## src/rtl/barrel_shifter_arbiter.sv

```systemverilog
// Round-robin sharing of one right barrel shifter between two valid/ready requesters,
// with a one-deep output register tagged by requester ID.

module barrel_shifter_right #(
  parameter int DATA_WIDTH = 16,
  parameter int SA_WIDTH   = $clog2(DATA_WIDTH)
) (
  input  logic [DATA_WIDTH-1:0] data,
  input  logic [SA_WIDTH-1:0]   sa,
  input  logic                  st,
  output logic [DATA_WIDTH-1:0] result
);
  // One guard bit above the operand carries the fill value, so a single
  // arithmetic shift covers both logical (fill 0) and arithmetic (fill MSB).
  logic signed [DATA_WIDTH:0] ext;
  logic signed [DATA_WIDTH:0] shifted;

  assign ext     = {st & data[DATA_WIDTH-1], data};
  assign shifted = ext >>> sa;
  assign result  = shifted[DATA_WIDTH-1:0];
endmodule

module barrel_shifter_arbiter #(
  parameter int DATA_WIDTH = 16,
  parameter int SA_WIDTH   = $clog2(DATA_WIDTH)
) (
  input  logic                  i_clk,
  input  logic                  i_rst,
  input  logic                  i_req0_valid,
  output logic                  o_req0_ready,
  input  logic [DATA_WIDTH-1:0] i_req0_data,
  input  logic [SA_WIDTH-1:0]   i_req0_sa,
  input  logic                  i_req0_st,
  input  logic                  i_req1_valid,
  output logic                  o_req1_ready,
  input  logic [DATA_WIDTH-1:0] i_req1_data,
  input  logic [SA_WIDTH-1:0]   i_req1_sa,
  input  logic                  i_req1_st,
  output logic                  o_valid,
  input  logic                  i_ready,
  output logic [DATA_WIDTH-1:0] o_data,
  output logic                  o_id
);
  logic                  vld_p1;
  logic [DATA_WIDTH-1:0] data_p1;
  logic                  id_p1;
  logic                  ptr;

  logic                  can_accept;
  logic                  gnt_vld_p0;
  logic                  gnt_id_p0;
  logic                  accept_p0;
  logic [DATA_WIDTH-1:0] mux_data_p0;
  logic [SA_WIDTH-1:0]   mux_sa_p0;
  logic                  mux_st_p0;
  logic [DATA_WIDTH-1:0] shift_p0;

  // Stage p0: arbitration, operand mux and the shared shifter
  assign can_accept = !vld_p1 || i_ready;

  always_comb begin
    gnt_vld_p0 = i_req0_valid || i_req1_valid;
    gnt_id_p0  = 1'b0;
    if (i_req0_valid && i_req1_valid) gnt_id_p0 = ptr;
    else if (i_req1_valid)            gnt_id_p0 = 1'b1;
  end

  assign o_req0_ready = can_accept && gnt_vld_p0 && !gnt_id_p0 && !i_rst;
  assign o_req1_ready = can_accept && gnt_vld_p0 &&  gnt_id_p0 && !i_rst;
  assign accept_p0    = o_req0_ready || o_req1_ready;

  // With no grant the select stays at 0, so requester 0 drives the idle shifter.
  assign mux_data_p0 = gnt_id_p0 ? i_req1_data : i_req0_data;
  assign mux_sa_p0   = gnt_id_p0 ? i_req1_sa   : i_req0_sa;
  assign mux_st_p0   = gnt_id_p0 ? i_req1_st   : i_req0_st;

  barrel_shifter_right #(
    .DATA_WIDTH (DATA_WIDTH),
    .SA_WIDTH   (SA_WIDTH)
  ) u_shifter (
    .data   (mux_data_p0),
    .sa     (mux_sa_p0),
    .st     (mux_st_p0),
    .result (shift_p0)
  );

  // Stage p1: output register; reload and drain may happen on the same edge
  always_ff @(posedge i_clk) begin
    if (i_rst) begin
      vld_p1  <= 1'b0;
      data_p1 <= '0;
      id_p1   <= 1'b0;
      ptr     <= 1'b0;
    end else if (accept_p0) begin
      vld_p1  <= 1'b1;
      data_p1 <= shift_p0;
      id_p1   <= gnt_id_p0;
      ptr     <= !gnt_id_p0;
    end else if (i_ready) begin
      vld_p1  <= 1'b0;
    end
  end

  assign o_valid = vld_p1;
  assign o_data  = data_p1;
  assign o_id    = id_p1;
endmodule

```

## config.mk

```make
export PLATFORM = sky130hd
export DESIGN_NAME = barrel_shifter_arbiter
export DESIGN_NICKNAME = d
export VERILOG_FILES = /design/src/rtl/barrel_shifter_arbiter.sv
export SDC_FILE = /design/constraint.sdc
export NUM_CORES = 1
export LEC_CHECK = 0
export CORE_ASPECT_RATIO = 1.75
export CORE_MARGIN = 4
export CORE_UTILIZATION = 45
export CTS_CLUSTER_DIAMETER = 150
export CTS_CLUSTER_SIZE = 10
export DETAILED_ROUTE_END_ITERATION = 6
export PLACE_DENSITY = 0.75
export REMOVE_ABC_BUFFERS = 1
export SLEW_MARGIN = 20
export SYNTH_ARGS = -nofsm -noshare
export SYNTH_HDL_FRONTEND = slang
export SYNTH_SLANG_ARGS = --single-unit
```

## constraint.sdc

```tcl
create_clock -name i_clk -period 4.8 [get_ports i_clk]
set_input_delay 0.48 -clock i_clk [delete_from_list [all_inputs] [get_ports i_clk]]
set_output_delay 0.48 -clock i_clk [all_outputs]
set_load 0.005 [all_outputs]
```

After elaboration in Yosys (flattened, before gate mapping) --
Index checks and enable logic that the tools add are counted.
Storage, ports and cells: bits in registers 19, latch bits 0, RAM bits 0, memory bits (read-only) 0, input bits 47, output and inout bits 20, memories kept 0
Operators by class: add/subtract/negate cells 0, multiply operators 0, div/mod/pow operators 0, $lt $le $gt $ge 0, equality and inequality tests 0, shift-type cells 1, multiplexer cells 7, bitwise gates (word level) 1, reductions and logical operators 13
Operator list (number):
- >>> shifter 17 x 4 -> 16 bit | 1
- two-way mux 16 bit | 1
- logical AND 1 bit | 6
- two-way mux 1 bit | 5
- two-way mux 4 bit | 1
- logical NOT 1 bit | 3
- logical OR 1 bit | 3
- nonzero test 2 bit | 1
- AND 1 bit | 1

Longest topological paths before layout --
word-level depth 7, depth in mapped cells 9, gate-level depth less buffers 6

Cells and area by module --
Synthesis repeated with hierarchy kept, for this count alone.
Unflattened totals: cells, all modules 209, area total of the unflattened synthesis 2060.7 um^2
By module, submodules not included:
- barrel_shifter_arbiter | instances 1, cells each 112, area an instance 1114.8 um^2
- barrel_shifter_right | instances 1, cells each 97, area an instance 945.9 um^2

Least setup slack after synthesis --
Ideal clock, no wire load.
path type input to register, from input i_req1_valid, to register data_p1[8], in the netlist o_data[8], setup time 0.103 ns, data arrival time 1.822 ns, required time 4.697 ns, setup slack 2.875 ns, stages 7, buffers on the path 1, cells stage by stage buf_2 inv_2 nor2_4 mux2_2 nand2_1 o21ai_1 a2111oi_2
On the way: cells in the longest elaborated chain, start to end 6, elaborated cells on any way between the ends 16
Ends and longest elaborated chain:
- from (decl) | RTL line 34 | input logic i_req1_valid,
- branches (longest 6 deep; another with >>> shifter 17 x 4 -> 16 bit)
- to (signal assigned) | RTL line 96 | data_p1 <= shift_p0;
- to (decl) | RTL line 45 | logic [DATA_WIDTH-1:0] data_p1;
Several ways; the timed one is not identified. A chain may end at the register's enable or synchronous reset.

Worst setup path in the final report --
from input i_req0_sa[0], to register data_p1[10], in the netlist o_data[10]
On the way: cells in the longest elaborated chain, start to end 2
Ends and longest elaborated chain:
- from (decl) | RTL line 32 | input logic [SA_WIDTH-1:0] i_req0_sa,
- two-way mux 4 bit | RTL line 74 | assign mux_sa_p0 = gnt_id_p0 ? i_req1_sa : i_req0_sa;
- >>> shifter 17 x 4 -> 16 bit | RTL line 19 | assign shifted = ext >>> sa;
No other way between the ends.

==> impl_metrics.yaml <==
run_status:
  status: "finished clean"
critical_path:
  r2r_end: "o_data[1]"
  cp.arrival_ns: 3.01
  r2r_slack_ns: 2.60
  cp-end-kind: "register"
  path_class: "in2reg"
  worstPathRequired_ns: 4.95
  setup.worst_path.start_class: "primary input"
  cp_max_fo: 22
  rr_worst_depth: 6
  worstSetupStartpoint: "i_req0_sa[0]"
  r2r-start: "o_valid"
finish:
  fin_nets: 349
  area_delta_synth_final_pct: 29.4
  antenna_cells: 0
  drive_above_1_share_pct: 14.3
  nFillCells: 421
  multi_input_area_um2: 1620
  seq_area_um2: 380
detailed_routing:
  firstDrtPassIters: 4
  drc: 0
  vias: 2199
  totalWireLength_mm: 6.20
  wl_per_cell_um: 17.6
  drt.antenna.violating_nets: 0
  drtIter0Drc: 103
  viasPerCell: 6.23
clocking:
  tritoncts: "built"
  postCtsHoldBufs: 0
  clockRootBuffer: "clkbuf_8"
  numCtsBuffers: 3
  insertion_delay_ns: 0.26
  post_cts_buffers: 0
  clk_pin_slew_ns: 0.07
  cts_sinks: 19
  htree_levels: 1
  cts.repair.resized: 0
  ctsLongestPathBuffers: 2
logic_synthesis:
  ys_seq_area_share_pct: 17.5
  synth_top_area_cell: "dfxtp_1"
  synthCells: 247
  async_reset_ff_share_pct: 0
  syn_area_um2: 2180
  synth_ff_type: "dfxtp_1"
  synth.avg_cell_area_um2: 8.81
  ys_top_cells_by_count: "mux2i_1, nor2_1, dfxtp_1, nand2_1"
  synth.area.top_cells: "dfxtp_1, mux2i_1, mux2_2"
  synth_warnings: 0
  synth-seq-cells: 19
  synth.distinct_cells: 54
  synth.top_cell.area_share_pct: 17.5
  synth_edf_count: 0
  synth_most_common_cell: "mux2i_1"
global_route:
  grt_pass1_vias: 2140
  grt_usage_pct: 20.8
  grt_pass1_wl_mm: 9.82
  grt.overflow.total: 0
  grt_max_degree: 23
  grt_antenna_before_repair: 0
sta:
  hold_viol_final: 0
  setup_viol: 0
  tns_ns: 0
  timing.hold.ws_ns: 0.458
  worst_pin_slew_ns: 0.890
  grt_setup_unrepaired: "no"
  fin_crit_sh_pct: 59.6
  finClkSkew_ns: 0.00100
  fin_crit_ns: 2.86
  final_max_slew_viol_count: 0
  fmax_mhz: 350
  slew_headroom_pct: 40.5
  setup_slack_ns: 1.94
placed_design:
  gp_congestion: 0.884
  preCtsSetupSlack_ns: 1.67
  dp_hpwl_mm: 4.98
  port_buffers: 66
hold_path:
  hold_class: "reg2reg"
  holdPathStages: 2
  min_to: "o_id"
  hp-start: "o_id"
floorplan:
  die_y_um: 100
  dieArea_um2: 6060
  initial_core_util_pct: 46.6
  rows: 33
  pin_count: 67
  core_um2: 4670
  die_x_um: 60.6
pwr:
  peakVddDrop_mv: 0.200
  p_leak_uw: 0.00107
  p_per_area_nw_per_um2: 200
flow_run:
  maxCapViolations: 0
sequential cells by signal (all words and copies together), names as in the netlist:
signal and count:
o_valid 1, o_id 1, o_data 16, ptr 1
layout make-up:
cell class | instances | share of cell area (%)
multi-input combinational | 203 | 57.6
timing repair buffer | 68 | 24.0
inverter | 7 | 0.933
clock buffer | 4 | 1.60
tap | 52 | 2.31
sequential | 19 | 13.5
cell usage in the layout (no fill, tap or decap), drive strengths merged, types with 2 or more instances in the layout:
cell and n:
nor2b 4, a2111oi 4, nand2b 3, o211ai 3
and2b 3, a31oi 2, mux2i 28, and3 2
nand2 17, a221oi 3, o21a 2, a211o 2
nand3 3, buf 2, clkbuf 4, o21ai 15
o221ai 4, mux2 15, nor2 26, nor4 3
a211oi 11, a21oi 16, inv 6, mux4 10
dfxtp 19, nor3 12, o22ai 4, clkdlybuf4s50 66
power by group:
part | switching [uW] | internal (uW)
logic | 130 | 138
clock network | 54.3 | 59.2
registers | 9.49 | 173
kinds of logic after synthesis:
family | after synthesis | synth area share (%)
buf+inv | 25 | 7.93
simple gates | 75 | 17.9
flops | 19 | 17.5
compound gates | 75 | 24.4
mux | 53 | 32.3
worst max-delay path, cell delays in order:
cell and delay, ns:
clkdlybuf4s50_1 1.05, mux4_1 0.65, mux2_2 0.29, mux2_2 0.28, a21oi_1 0.19, nor2_1 0.06
per-stage QoR:
| stage | instances | instance area (um2) | total power, uW | utilization [%] |
|---|---|---|---|---|
| 6_report | 353 | 2820 | 564 | 60.3 |
| 5_1_grt | 353 | 2820 | 593 | 60.3 |
| 4_1_cts | 353 | 2820 | 562 | 60.3 |
| 3_5_place_dp | 349 | 2770 | 450 | 59.4 |
| 3_3_place_gp | 349 | 2770 | 449 | 59.4 |
| 2_1_floorplan | 229 | 2030 | 324 | - |
per-layer routing:
layer  up-vias  wire, um  track usage (%)  share of wire, %
li1       1062         -                -                 -
met1      1033      2320             24.0                37
met2        89      3400             37.6                55
met3        15       294             1.42               4.7
met4         0       183             9.18               3.0
met5         -         0                0                 0
worst max-delay path by stage:
stage,to,slack (ns),depth (start not counted)
2_1_floorplan,o_data[8],2.82,6
3_3_place_gp,o_data[10],1.70,6
3_5_place_dp,o_data[10],1.67,6
4_1_cts,o_data[10],1.95,6
5_1_grt,o_data[10],1.84,6
6_report,o_data[10],1.94,6
No activity file was read; power rests on OpenSTA's default activity.
